<file path="config.mk">
export PLATFORM = sky130hd
export DESIGN_NAME = pipe_lane_reg_flat
export DESIGN_NICKNAME = d
export VERILOG_FILES = /design/src/rtl/pipe_lane_if.sv /design/src/rtl/pipe_lane_reg.sv /design/src/flat_wrapper.sv
export SDC_FILE = /design/constraint.sdc
export NUM_CORES = 1
export LEC_CHECK = 0
export BUFFER_PORTS_ARGS = -buffer_cell sky130_fd_sc_hd__buf_2
export CAP_MARGIN = 20
export CELL_PAD_IN_SITES_DETAIL_PLACEMENT = 0
export CELL_PAD_IN_SITES_GLOBAL_PLACEMENT = 1
export CORE_AREA = 3 3 201 203
export DETAILED_ROUTE_END_ITERATION = 10
export DIE_AREA = 0 0 204 206
export GPL_ROUTABILITY_DRIVEN = 0
export PLACE_DENSITY = 0.66
export SLEW_MARGIN = 40
export SYNTH_ARGS = -nofsm -noshare
export SYNTH_HDL_FRONTEND = slang
export SYNTH_SLANG_ARGS = --single-unit
export TNS_END_PERCENT = 1
</file>
<file path="constraint.sdc">
create_clock -name clk -period 1.7 [get_ports clk]
set_clock_uncertainty 0.15 [all_clocks]
set_input_delay 0.51 -clock clk [delete_from_list [all_inputs] [get_ports clk]]
set_output_delay 0.51 -clock clk [all_outputs]
set_load 0.01 [all_outputs]
</file>
<file path="src/rtl/pipe_lane_if.sv">
// pipe_lane_if: bundle handshake between issue-wide pipeline stages.
// The slave modport is the register; the master modport drives it from both sides.
interface pipe_lane_if #(
    parameter int LANES = 2,
    parameter int DW    = 128
);
    logic                in_valid;
    logic                in_ready;
    logic [LANES-1:0]    in_lane_v;
    logic [LANES-1:0]    in_kill;
    logic [LANES*DW-1:0] in_data;
    logic                out_valid;
    logic                out_ready;
    logic [LANES-1:0]    out_lane_v;
    logic [LANES*DW-1:0] out_data;
    logic [1:0]          count;
    modport slave (
        input  in_valid, in_lane_v, in_kill, in_data, out_ready,
        output in_ready, out_valid, out_lane_v, out_data, count
    );
    modport master (
        output in_valid, in_lane_v, in_kill, in_data, out_ready,
        input  in_ready, out_valid, out_lane_v, out_data, count
    );
endinterface

</file>
<file path="src/rtl/pipe_lane_reg.sv">
// pipe_lane_reg: multi-lane valid/ready pipeline register with per-lane kill and stage flush.
// Define PIPE_SKID_EN for a 2-entry skid buffer with a registered in_ready.
module pipe_lane_reg #(
    parameter int LANES = 2,
    parameter int DW    = 128
) (
    input  logic       clk,
    input  logic       rst_n,
    input  logic       flush,
    pipe_lane_if.slave bus
);
    localparam int W = LANES * DW;
    logic [LANES-1:0] ev, h_v, h_v_n;
    logic [W-1:0]     cap, h_d, h_d_n;
    logic [1:0]       cnt, cnt_n;
    logic             push, pop, store;
    assign ev = bus.in_lane_v & ~bus.in_kill;
    for (genvar l = 0; l < LANES; l++) begin : g_cap
        assign cap[l*DW +: DW] = ev[l] ? bus.in_data[l*DW +: DW] : '0;
    end
    assign push           = bus.in_valid & bus.in_ready;
    assign pop            = bus.out_valid & bus.out_ready;
    // A fully squashed bundle still completes its handshake but occupies nothing
    assign store          = push & |ev & ~flush;
    assign bus.out_valid  = cnt != 2'd0;
    assign bus.out_lane_v = h_v;
    assign bus.out_data   = h_d;
    assign bus.count      = cnt;
`ifdef PIPE_SKID_EN
    logic [LANES-1:0] s_v, s_v_n;
    logic [W-1:0]     s_d, s_d_n;
    assign bus.in_ready = cnt != 2'd2;
    always_comb begin
        cnt_n = cnt;
        h_v_n = h_v;
        h_d_n = h_d;
        s_v_n = s_v;
        s_d_n = s_d;
        if (flush) begin
            cnt_n = 2'd0;
            h_v_n = '0;
            s_v_n = '0;
        end else if (store && (cnt == 2'd0 || (cnt == 2'd1 && pop))) begin
            cnt_n = 2'd1;
            h_v_n = ev;
            h_d_n = cap;
        end else if (store && pop) begin
            h_v_n = s_v;
            h_d_n = s_d;
            s_v_n = ev;
            s_d_n = cap;
        end else if (store) begin
            cnt_n = 2'd2;
            s_v_n = ev;
            s_d_n = cap;
        end else if (pop && cnt == 2'd2) begin
            cnt_n = 2'd1;
            h_v_n = s_v;
            h_d_n = s_d;
            s_v_n = '0;
        end else if (pop) begin
            cnt_n = 2'd0;
            h_v_n = '0;
        end
    end
    always_ff @(posedge clk or negedge rst_n)
        if (!rst_n) begin
            s_v <= '0;
            s_d <= '0;
        end else begin
            s_v <= s_v_n;
            s_d <= s_d_n;
        end
`else
    assign bus.in_ready = ~bus.out_valid | bus.out_ready;
    always_comb begin
        cnt_n = cnt;
        h_v_n = h_v;
        h_d_n = h_d;
        if (flush || (pop && !store)) begin
            cnt_n = 2'd0;
            h_v_n = '0;
        end else if (store) begin
            cnt_n = 2'd1;
            h_v_n = ev;
            h_d_n = cap;
        end
    end
`endif
    always_ff @(posedge clk or negedge rst_n)
        if (!rst_n) begin
            cnt <= 2'd0;
            h_v <= '0;
            h_d <= '0;
        end else begin
            cnt <= cnt_n;
            h_v <= h_v_n;
            h_d <= h_d_n;
        end
endmodule

</file>
<file path="src/flat_wrapper.sv">
// flat-port wrapper written by rule: the top's interface ports become plain ports
module pipe_lane_reg_flat 
#(
    parameter int LANES = 2,
    parameter int DW    = 128
)
  (clk, rst_n, flush, bus_in_valid, bus_in_lane_v, bus_in_kill, bus_in_data, bus_out_ready, bus_in_ready, bus_out_valid, bus_out_lane_v, bus_out_data, bus_count);
  pipe_lane_if #(.LANES(LANES), .DW(DW)) bus_i ();
  input  logic clk;
  input  logic rst_n;
  input  logic flush;
  input wire logic [$bits(bus_i.in_valid)-1:0] bus_in_valid;
  input wire logic [$bits(bus_i.in_lane_v)-1:0] bus_in_lane_v;
  input wire logic [$bits(bus_i.in_kill)-1:0] bus_in_kill;
  input wire logic [$bits(bus_i.in_data)-1:0] bus_in_data;
  input wire logic [$bits(bus_i.out_ready)-1:0] bus_out_ready;
  output wire logic [$bits(bus_i.in_ready)-1:0] bus_in_ready;
  output wire logic [$bits(bus_i.out_valid)-1:0] bus_out_valid;
  output wire logic [$bits(bus_i.out_lane_v)-1:0] bus_out_lane_v;
  output wire logic [$bits(bus_i.out_data)-1:0] bus_out_data;
  output wire logic [$bits(bus_i.count)-1:0] bus_count;
  assign bus_i.in_valid = bus_in_valid;
  assign bus_i.in_lane_v = bus_in_lane_v;
  assign bus_i.in_kill = bus_in_kill;
  assign bus_i.in_data = bus_in_data;
  assign bus_i.out_ready = bus_out_ready;
  assign bus_in_ready = bus_i.in_ready;
  assign bus_out_valid = bus_i.out_valid;
  assign bus_out_lane_v = bus_i.out_lane_v;
  assign bus_out_data = bus_i.out_data;
  assign bus_count = bus_i.count;
  pipe_lane_reg #(.LANES(LANES), .DW(DW)) u_core (.clk(clk), .rst_n(rst_n), .flush(flush), .bus(bus_i));
endmodule
</file>
==> results of run 1 <==
[state kept, by name, indices dropped and copies added (netlist names)]
name / flops
u_core.bus.count: 1
u_core.bus.out_data: 256
u_core.bus.out_lane_v: 2
[through the flow]
step                      hold WS (ns)  setup slack (ns)
final                           0.0304            -0.197
after floorplan                 0.0644            0.0214
after global routing           0.00279            -0.257
after global placement           0.314            -0.263
after detailed placement         0.323            -0.286
after CTS                     0.000336            -0.243
[worst max-delay path by stage]
stage                                     to  slack, ns                start  cells past startpoint
detailed placement  u_core.bus.out_data[156]      -0.29     bus_in_lane_v[1]                      7
finish                          bus_count[0]      -0.20  u_core.bus.count[0]                      2
global placement    u_core.bus.out_data[177]      -0.26     bus_in_lane_v[1]                      7
CTS                             bus_count[0]      -0.24  u_core.bus.count[0]                      2
floorplan           u_core.bus.out_data[138]       0.02        bus_out_ready                      6
global route                    bus_count[0]      -0.26  u_core.bus.count[0]                      2
[cells in the final DEF (no fill, tap or decap)]
cell / Yosys / final
conb_1: 1 / 1
dlygate4sd3_1: 0 / 12
and3_4: 0 / 2
buf_8: 0 / 1
buf_12: 0 / 17
nand2_1: 2 / 2
o21bai_1: 2 / 2
dfrtp_1: 259 / 259
buf_6: 11 / 101
inv_6: 0 / 1
clkbuf_8: 0 / 4
clkinv_4: 0 / 4
buf_4: 13 / 41
a21oi_1: 1 / 1
clkinv_2: 0 / 2
clkbuf_1: 2 / 2
o21ai_0: 1 / 1
nand2b_4: 1 / 1
clkbuf_16: 0 / 29
bufinv_16: 0 / 8
buf_2: 34 / 427
o211ai_4: 0 / 1
a22o_1: 256 / 256
nor2b_1: 3 / 3
[what timing repair did]
action                                 CTS  global route
endpoints found under the hold margin   45             0
hold buffers                            12             0
cloned                                   0             0
pin swaps                                0             1
setup buffers                            1             0
gates resized for setup                 60            43
setup endpoints to repair              261           290
[final cells by class]
class | count | area [um^2]
repair buffers | 599 | 4060
clock inverters | 15 | 294
multi-input cells | 270 | 2350
well taps | 518 | 648
fillers | 3714 | 24000
clock buffers | 35 | 788
flip-flops and latches | 259 | 6480
[report_power, final]
part	switching [mW]	internal [mW]	total [mW]
sequential	0.639	7.13	7.77
clock	2.53	4.50	7.03
combinational	1.61	2.10	3.71
total	4.79	13.7	18.5
[routing by layer]
metal | vias to the layer above | GRT usage, % | share of wire [%]
met2 | 378 | 24.1 | 49
met3 | 49 | 4.24 | 9.3
met1 | 3662 | 16.7 | 39
met5 | - | 0 | 0.086
li1 | 3414 | - | -
met4 | 4 | 3.86 | 2.4
[logic make-up (layout without fill, tap and decap cells)]
group	count (synthesis)	count (layout)
AO/OA/AOI/OAI	261	261
buffers and inverters	60	649
flip-flops	259	259
other	1	1
AND/OR/NAND/NOR	8	8
==> impl_metrics.env, run 1 <==
export IMPL_outcome="complete, but fails checks"
export IMPL_failed_checks="setup timing"
export IMPL_ys_top_cells_by_count="dfrtp_1, a22o_1, buf_2"
export IMPL_netlist_area_um2=9220
export IMPL_yosys_area_share_xor_xnor_pct=0
export IMPL_synth_main_ff_cell="dfrtp_1"
export IMPL_synth_async_sr_flop_share_pct=100
export IMPL_regToRegEndpoint="u_core.bus.out_data[192]"
export IMPL_fin_ws_ns=-0.197
export IMPL_portBuffers=525
export IMPL_dp_cells=1633
export IMPL_yosysTopAreaCell="dfrtp_1"
export IMPL_drc=0
export IMPL_p_total_mw=18.5
export IMPL_r2r_start="u_core.bus.count[0]"
export IMPL_synth_mux_area_share_pct=0
export IMPL_postRouteAntennaNets=0
export IMPL_synth_edf_count=0
export IMPL_worstPathRequired_ns=1.04
export IMPL_crit_path_top_delay_cell="dfrtp_1"
export IMPL_synth_top_family_by_area="compound AO/OA/AOI/OAI gates"
export IMPL_finalSetupViolCount=261
export IMPL_grt_remaining_overflow=0
export IMPL_num_antenna_cells=0
export IMPL_path_class="register to primary output"
export IMPL_design_core_area_um2=38600
export IMPL_hp_start="bus_in_data[60]"
export IMPL_rows=72
export IMPL_cts_tree="yes"
export IMPL_period_share_pct=112
export IMPL_clkLatencyLatePin_ns=0.54
export IMPL_yosys_area_share_simple_pct=0.570
export IMPL_grt_max_degree=65
export IMPL_cp_cell_sequence="buf_4 > buf_2"
export IMPL_areaGrowthSynthToFinish_pct=58.7
export IMPL_track_usage_pct=13.9
export IMPL_slew_violations=0
export IMPL_path_buf_inv=2
export IMPL_postSynthAreaPerCell_um2=15.6
export IMPL_hpwlAfterDp_um=23200
export IMPL_vdd_drop_max_v=0.000696
export IMPL_crit_family="flip-flops"
export IMPL_clockBufferDepth=3
export IMPL_startpoint_type="register"
export IMPL_synth_nets=854
export IMPL_utilization_pct=37.8
export IMPL_drt_wirelength_per_cell_um=18.6
export IMPL_yosysSeqAreaShare_pct=70.3
export IMPL_clk_pin_slew_worst_paths_ns=0.06
export IMPL_synthAdderAreaFrac_pct=0
export IMPL_r2r_cells=7
export IMPL_firstDrtPassIters=4
export IMPL_drive_gt1_share_pct=54.2
export IMPL_yosysMostFrequentCell="dfrtp_1"
export IMPL_h_tree_depth=1
export IMPL_maxCapViolations=0
export IMPL_die_w_um=204
export IMPL_power_density_nw_per_um2=1270
export IMPL_clock_sinks=259
export IMPL_yosysWarnings=0
export IMPL_nets=1423
export IMPL_synth_area_leaders="dfrtp_1, a22o_1, buf_2"
export IMPL_grt_pass1_wl_um=46500
export IMPL_wl_um=31500
export IMPL_finalHoldViolCount=0
export IMPL_vias=7507
export IMPL_grt_setup_unrepaired="yes"
export IMPL_cts_root_buf="clkbuf_16"
export IMPL_worst_path_max_fanout=3
export IMPL_holdPathStages=2
export IMPL_ys_ff_latch=259
export IMPL_fmax_mhz=527
export IMPL_synth_cell_types=15
export IMPL_dieArea_um2=42000
export IMPL_layoutNonFillerInstCount=1696
export IMPL_min_to="u_core.bus.out_data[60]"
export IMPL_cts_made_buffers=28
export IMPL_dpl_instance_area_um2=12800
export IMPL_reg2reg_slack_ns=0.07
export IMPL_vias_per_cell=4.43
export IMPL_worst_setup_path_end_kind="primary output"
export IMPL_p_leak_nw=7.79
export IMPL_die_y_um=206
export IMPL_io_pins=527
export IMPL_setup_tns_ns=-6.57
export IMPL_fin_area_um2=14600
export IMPL_min_delay_path_class="input port to register"
export IMPL_antenna_found_initial=2
export IMPL_drt_iter0_drc=274
export IMPL_postSynthCellCount=589
export IMPL_synth_top_cell_area_share_pct=70.3
export IMPL_arrival_ns=1.24
export IMPL_grt_pass1_vias=8019
export IMPL_period_needed_ns=1.90
export IMPL_cp_slowest_stage_delay_ns=0.41
export IMPL_synth_compound_area_share_pct=24.7
export IMPL_start_util_pct=23.8
(Power assumes the default switching activity.)
==> run 2: changes to the inputs <==
--- a/config.mk
+++ b/config.mk
@@ -13,6 +13,7 @@
 export DETAILED_ROUTE_END_ITERATION = 10
 export DIE_AREA = 0 0 204 206
 export GPL_ROUTABILITY_DRIVEN = 0
+export GPL_TIMING_DRIVEN = 0
 export PLACE_DENSITY = 0.66
 export SLEW_MARGIN = 40
 export SYNTH_ARGS = -nofsm -noshare
==> impl_metrics.env, run 2 (synthesis results as in run 1) <==
export IMPL_rows=72
export IMPL_ctsHoldBuffers=12
export IMPL_drc=0
export IMPL_clock_sinks=259
export IMPL_finalSetupViolCount=351
export IMPL_fin_area_um2=14500
export IMPL_period_needed_ns=1.89
export IMPL_largest_reg_flops=256
export IMPL_layout_common_cells="buf_2, dfrtp_1, a22o_1"
export IMPL_final_common_cell="buf_2"
export IMPL_die_y_um=206
export IMPL_path_class="register to primary output"
export IMPL_fmax_mhz=528
export IMPL_clockBufferDepth=3
export IMPL_cp_cell_sequence="buf_6 > buf_6"
export IMPL_cts_tree="yes"
export IMPL_clkLatencyLatePin_ns=0.54
export IMPL_cts_root_buf="clkbuf_16"
export IMPL_cp_common_cell="buf_6"
export IMPL_crit_family="flip-flops"
export IMPL_areaGrowthSynthToFinish_pct=57.6
export IMPL_postRouteAntennaNets=0
export IMPL_power_density_nw_per_um2=1240
export IMPL_path_buf_inv=2
export IMPL_portBuffers=525
export IMPL_vias=7622
export IMPL_cp_slowest_stage_delay_ns=0.45
export IMPL_slew_violations=0
export IMPL_startpoint_type="register"
export IMPL_regToRegEndpoint="u_core.bus.out_data[140]"
export IMPL_track_usage_pct=14.5
export IMPL_drt_wirelength_per_cell_um=19.2
export IMPL_outcome="complete, but fails checks"
export IMPL_period_share_pct=111
export IMPL_holdWs_ns=-0.265
export IMPL_grt_setup_unrepaired="yes"
export IMPL_drt_iter0_drc=392
export IMPL_vias_per_cell=4.48
export IMPL_antenna_found_initial=2
export IMPL_io_pins=527
export IMPL_r2r_start="u_core.bus.count[0]"
export IMPL_hpwlAfterDp_um=24700
export IMPL_design_core_area_um2=38600
export IMPL_dieArea_um2=42000
export IMPL_cts_made_buffers=28
export IMPL_nets=1426
export IMPL_crit_path_top_delay_cell="dfrtp_2"
export IMPL_failed_checks="hold timing, setup timing"
export IMPL_grt_pass1_wl_um=48100
export IMPL_grt_max_degree=77
export IMPL_worst_setup_path_end_kind="primary output"
export IMPL_p_leak_nw=7.73
export IMPL_h_tree_depth=1
export IMPL_maxCapViolations=0
export IMPL_finalHoldViolCount=56
export IMPL_dpl_instance_area_um2=12600
export IMPL_worst_path_max_fanout=4
export IMPL_grt_pass1_vias=8022
export IMPL_worstPathRequired_ns=1.04
export IMPL_vdd_drop_max_v=0.000650
export IMPL_clk_pin_slew_worst_paths_ns=0.06
export IMPL_setup_tns_ns=-8.52
export IMPL_drive_gt1_share_pct=54.4
export IMPL_fin_ws_ns=-0.192
export IMPL_grt_remaining_overflow=0
export IMPL_die_w_um=204
export IMPL_arrival_ns=1.23
export IMPL_reg2reg_slack_ns=-0.04
export IMPL_wl_um=32700
export IMPL_start_util_pct=23.8
export IMPL_min_delay_path_class="input port to asynchronous set/reset pin"
export IMPL_firstDrtPassIters=4
export IMPL_utilization_pct=37.6
export IMPL_r2r_cells=7
## run 2: timing repair
action                                  4_1_cts  5_1_grt
buffers inserted                              0        2
pin swaps                                     0        0
endpoints found under the setup margin      493      494
endpoints found under the hold margin        68       56
resized for setup                            79       73
## run 2: final cells by class
type,instances,area [um^2]
tap,518,648
fill,3766,24100
multi-input combinational,270,2350
timing repair buffer,542,3540
sequential,259,6480
antenna,1,2.50
clock buffer,38,830
clock inverter,14,175
buffer,60,495
## run 2: worst reg2reg max path: cells and delay by family, from the launching register on
family | cells | cell delay, ns
buffers and inverters | 4 | 0.56
AOI/OAI and AO/OA | 1 | 0.25
DFF | 1 | 0.43
and+or+nand+nor | 2 | 0.24
## run 2: worst max-delay path by stage
| stage | cells past startpoint | endpoint | slack (ns) | startpoint |
|---|---|---|---|---|
| 2_1_floorplan | 6 | u_core.bus.out_data[138] | 0.02 | bus_out_ready |
| 3_3_place_gp | 1 | u_core.bus.out_data[70] | -4.78 | rst_n |
| 3_5_place_dp | 6 | u_core.bus.out_data[143] | -0.52 | bus_in_lane_v[1] |
| 4_1_cts | 2 | bus_count[0] | -0.22 | u_core.bus.count[0] |
| 5_1_grt | 2 | bus_count[0] | -0.25 | u_core.bus.count[0] |
| 6_report | 2 | bus_count[0] | -0.19 | u_core.bus.count[0] |
## run 2: power by group
| group | total [mW] | switching [mW] | internal [mW] |
|---|---|---|---|
| combinational | 3.74 | 1.62 | 2.12 |
| clock | 6.53 | 2.51 | 4.01 |
| sequential | 7.78 | 0.650 | 7.13 |
## run 2: per-layer routing
metal | GRT usage (%) | part of all wire (%)
met5 | 0 | 0.034
met4 | 4.18 | 2.3
met3 | 4.77 | 9.7
met2 | 25.3 | 50
met1 | 17.2 | 38
## run 2: stage by stage
| step | worst slack [ns] | hold slack (ns) | instances | power (mW) |
|---|---|---|---|---|
| 6_report | -0.192 | -0.265 | 1702 | 18.1 |
| 5_1_grt | -0.247 | -0.246 | 1701 | 18.9 |
| 4_1_cts | -0.225 | -0.267 | 1699 | 18.0 |
| 3_5_place_dp | -0.516 | 0.315 | 1635 | 11.0 |
| 3_3_place_gp | -4.78 | 0.327 | 1632 | 11.0 |
| 2_1_floorplan | 0.0214 | 0.0644 | 589 | 9.19 |
==> run 3: changes to the inputs <==
--- a/config.mk
+++ b/config.mk
@@ -5,16 +5,17 @@
 export SDC_FILE = /design/constraint.sdc
 export NUM_CORES = 1
 export LEC_CHECK = 0
+export ABC_AREA = 1
 export BUFFER_PORTS_ARGS = -buffer_cell sky130_fd_sc_hd__buf_2
 export CAP_MARGIN = 20
 export CELL_PAD_IN_SITES_DETAIL_PLACEMENT = 0
 export CELL_PAD_IN_SITES_GLOBAL_PLACEMENT = 1
-export CORE_AREA = 3 3 201 203
+export CORE_AREA = 3 3 204 206
 export DETAILED_ROUTE_END_ITERATION = 10
-export DIE_AREA = 0 0 204 206
+export DIE_AREA = 0 0 207 209
 export GPL_ROUTABILITY_DRIVEN = 0
 export GPL_TIMING_DRIVEN = 0
-export PLACE_DENSITY = 0.66
+export PLACE_DENSITY = 0.72
 export SLEW_MARGIN = 40
 export SYNTH_ARGS = -nofsm -noshare
 export SYNTH_HDL_FRONTEND = slang
==> impl_metrics.env, run 3 <==
export IMPL_outcome="complete, but fails checks"
export IMPL_failed_checks="hold timing, setup timing"
export IMPL_worst_path_max_fanout=5
export IMPL_finalSetupViolCount=261
export IMPL_utilization_pct=38.5
export IMPL_pwr_share_seq_pct=44.4
export IMPL_finalHoldViolCount=59
export IMPL_vias_per_cell=4.14
export IMPL_rows=73
export IMPL_yosysWarnings=0
export IMPL_cts_tree="yes"
export IMPL_cts_root_buf="clkbuf_16"
export IMPL_io_pins=527
export IMPL_grt_setup_unrepaired="yes"
export IMPL_start_util_pct=26.0
export IMPL_largest_reg_flops=256
export IMPL_ys_ff_latch=259
export IMPL_postSynthAreaPerCell_um2=9.33
export IMPL_synth_area_leaders="dfrtp_1, nand2_1, inv_1"
export IMPL_layoutNonFillerInstCount=2212
export IMPL_synth_edf_count=0
export IMPL_drt_wirelength_per_cell_um=16.3
export IMPL_die_w_um=207
export IMPL_yosysMostFrequentCell="nand2_1"
export IMPL_wl_um=36100
export IMPL_place_ws_ns=-0.248
export IMPL_layout_common_cells="buf_2, nand2_1, inv_1"
export IMPL_p_int_mw=12.4
export IMPL_synth_compound_area_share_pct=13.9
export IMPL_crit_family="flip-flops"
export IMPL_grt_max_degree=72
export IMPL_setup_tns_ns=-7.49
export IMPL_die_y_um=209
export IMPL_fin_area_um2=15300
export IMPL_fin_ws_ns=-0.217
export IMPL_net_switching_power_mw=5.03
export IMPL_cp_cell_sequence="buf_6 > buf_6"
export IMPL_h_tree_depth=1
export IMPL_p_leak_nw=8.93
export IMPL_slew_violations=0
export IMPL_dp_cells=2161
export IMPL_switching_share_pct=28.9
export IMPL_nets=1934
export IMPL_yosys_area_share_xor_xnor_pct=0
export IMPL_yosys_area_share_simple_pct=10.2
export IMPL_grt_pass1_wl_um=55400
export IMPL_path_class="register to primary output"
export IMPL_fmax_mhz=522
export IMPL_antenna_found_initial=5
export IMPL_cp_num_cells=2
export IMPL_power_density_nw_per_um2=1130
export IMPL_pwr_share_comb_pct=21.6
export IMPL_min_delay_path_class="input port to asynchronous set/reset pin"
export IMPL_reg2reg_slack_ns=0.08
export IMPL_final_common_cell="buf_2"
export IMPL_relSlewSlack_pct=65.5
export IMPL_yosysSeqAreaShare_pct=62.7
export IMPL_synth_main_ff_cell="dfrtp_1"
export IMPL_p_total_mw=17.4
export IMPL_clockBufferDepth=3
export IMPL_cts_made_buffers=29
export IMPL_grt_pass1_vias=9497
export IMPL_maxCapViolations=0
export IMPL_grt_remaining_overflow=0
export IMPL_areaGrowthSynthToFinish_pct=48.4
export IMPL_dieArea_um2=43300
export IMPL_postRouteAntennaNets=0
export IMPL_synth_top_family_by_area="compound AO/OA/AOI/OAI gates"
export IMPL_arrival_ns=1.26
export IMPL_crit_path_top_delay_cell="dfrtp_2"
export IMPL_drt_iter0_drc=372
export IMPL_yosysTopAreaCell="dfrtp_1"
export IMPL_clkLatencyLatePin_ns=0.54
export IMPL_postSynthCellCount=1108
export IMPL_design_core_area_um2=39800
export IMPL_worst_setup_path_end_kind="primary output"
export IMPL_track_usage_pct=15.9
export IMPL_fillers=4124
export IMPL_startpoint_type="register"
export IMPL_cp_slowest_stage_delay_ns=0.47
export IMPL_regToRegEndpoint="u_core.bus.out_lane_v[0]"
export IMPL_hpwlAfterDp_um=27800
export IMPL_synthAdderAreaFrac_pct=0
export IMPL_r2r_cells=8
export IMPL_synth_mux_area_share_pct=0
export IMPL_netlist_area_um2=10300
export IMPL_clk_pin_slew_worst_paths_ns=0.06
export IMPL_worstPathRequired_ns=1.04
export IMPL_synth_top_cell_area_share_pct=62.7
export IMPL_vias=9158
export IMPL_portBuffers=525
export IMPL_clockPowerShare_pct=34.1
export IMPL_r2r_start="u_core.bus.count[0]"
export IMPL_cp_common_cell="buf_6"
export IMPL_drc=0
export IMPL_period_share_pct=113
export IMPL_dpl_instance_area_um2=13700
export IMPL_synth_async_sr_flop_share_pct=100
export IMPL_clock_sinks=259
export IMPL_path_buf_inv=2
export IMPL_vdd_drop_max_v=0.000739
export IMPL_ys_top_cells_by_count="nand2_1, inv_1, dfrtp_1"
export IMPL_drive_gt1_share_pct=40.0
export IMPL_synth_nets=1373
export IMPL_synth_cell_types=23
export IMPL_firstDrtPassIters=4
export IMPL_holdWs_ns=-0.251
export IMPL_period_needed_ns=1.92
export IMPL_worst_pin_slew_ns=0.518
-- run 3: cell count changes in the layout (fill, tap and decap cells not counted), sizes merged, moves of 3 or more --
cell         before  now
a22o            256    0
buf             582  577
bufinv            4    0
clkbuf           46   53
dlygate4sd3      12    0
inv               0  261
nand2             2  264
nor2b             3    0
o21ai             1  257
-- run 3: layout make-up --
type                            count  area (um^2)  share of cell area (%)
Sequential cell                   259         6480                    42.3
Timing Repair Buffer              530         3400                    22.2
Multi-Input combinational cell    529         2500                    16.3
Inverter                          262          983                    6.41
Clock buffer                       42          845                    5.51
Tap cell                          525          657                    4.28
Buffer                             58          442                    2.88
Clock inverter                      6         32.5                   0.212
Antenna cell                        1         2.50                  0.0163
-- run 3: logic make-up (layout without fill, tap and decap cells) --
family | count (synthesis) | after routing
buf+inv | 320 | 898
compound gates | 258 | 258
flops | 259 | 259
simple gates | 270 | 270
other cells | 1 | 2
-- run 3: layer usage --
metal	share of wire, %	track usage [%]	up-vias
li1	-	-	4453
met1	40	19.1	4314
met2	50	28.0	329
met3	8.2	4.89	54
met4	1.8	3.89	8
met5	0.17	0	-
-- run 3: worst max path at each step --
| stage | startpoint | to | slack [ns] |
|---|---|---|---|
| floorplan | flush | u_core.bus.out_data[137] | 0.20 |
| global placement | rst_n | u_core.bus.out_data[100] | -4.99 |
| detailed placement | flush | u_core.bus.out_data[47] | -0.25 |
| CTS | u_core.bus.count[0] | bus_count[0] | -0.25 |
| global route | u_core.bus.count[0] | bus_count[0] | -0.26 |
| finish | u_core.bus.count[0] | bus_count[0] | -0.22 |
-- run 3: what timing repair did --
item / CTS / global route
endpoints found under the setup margin: 466 / 451
resized for setup: 88 / 56
endpoints found under the hold margin: 59 / 59
pin swaps: 1 / 1
setup buffers: 2 / 0
-- run 3: power groups by stage --
stage / combinational, mW / clock [mW] / sequential [mW]
2_1_floorplan: 1.03 / 0 / 8.14
3_3_place_gp: 3.32 / 0 / 7.68
3_5_place_dp: 3.38 / 0 / 7.71
4_1_cts: 3.71 / 6.11 / 7.69
5_1_grt: 4.14 / 6.37 / 7.83
6_report: 3.75 / 5.93 / 7.71
-- run 3: worst reg2reg max path, delay by kind of cell, from the launching register on --
family | cells | cell delay (ns)
flip-flops | 1 | 0.47
buffers and inverters | 3 | 0.45
AND/OR/NAND/NOR | 5 | 0.43
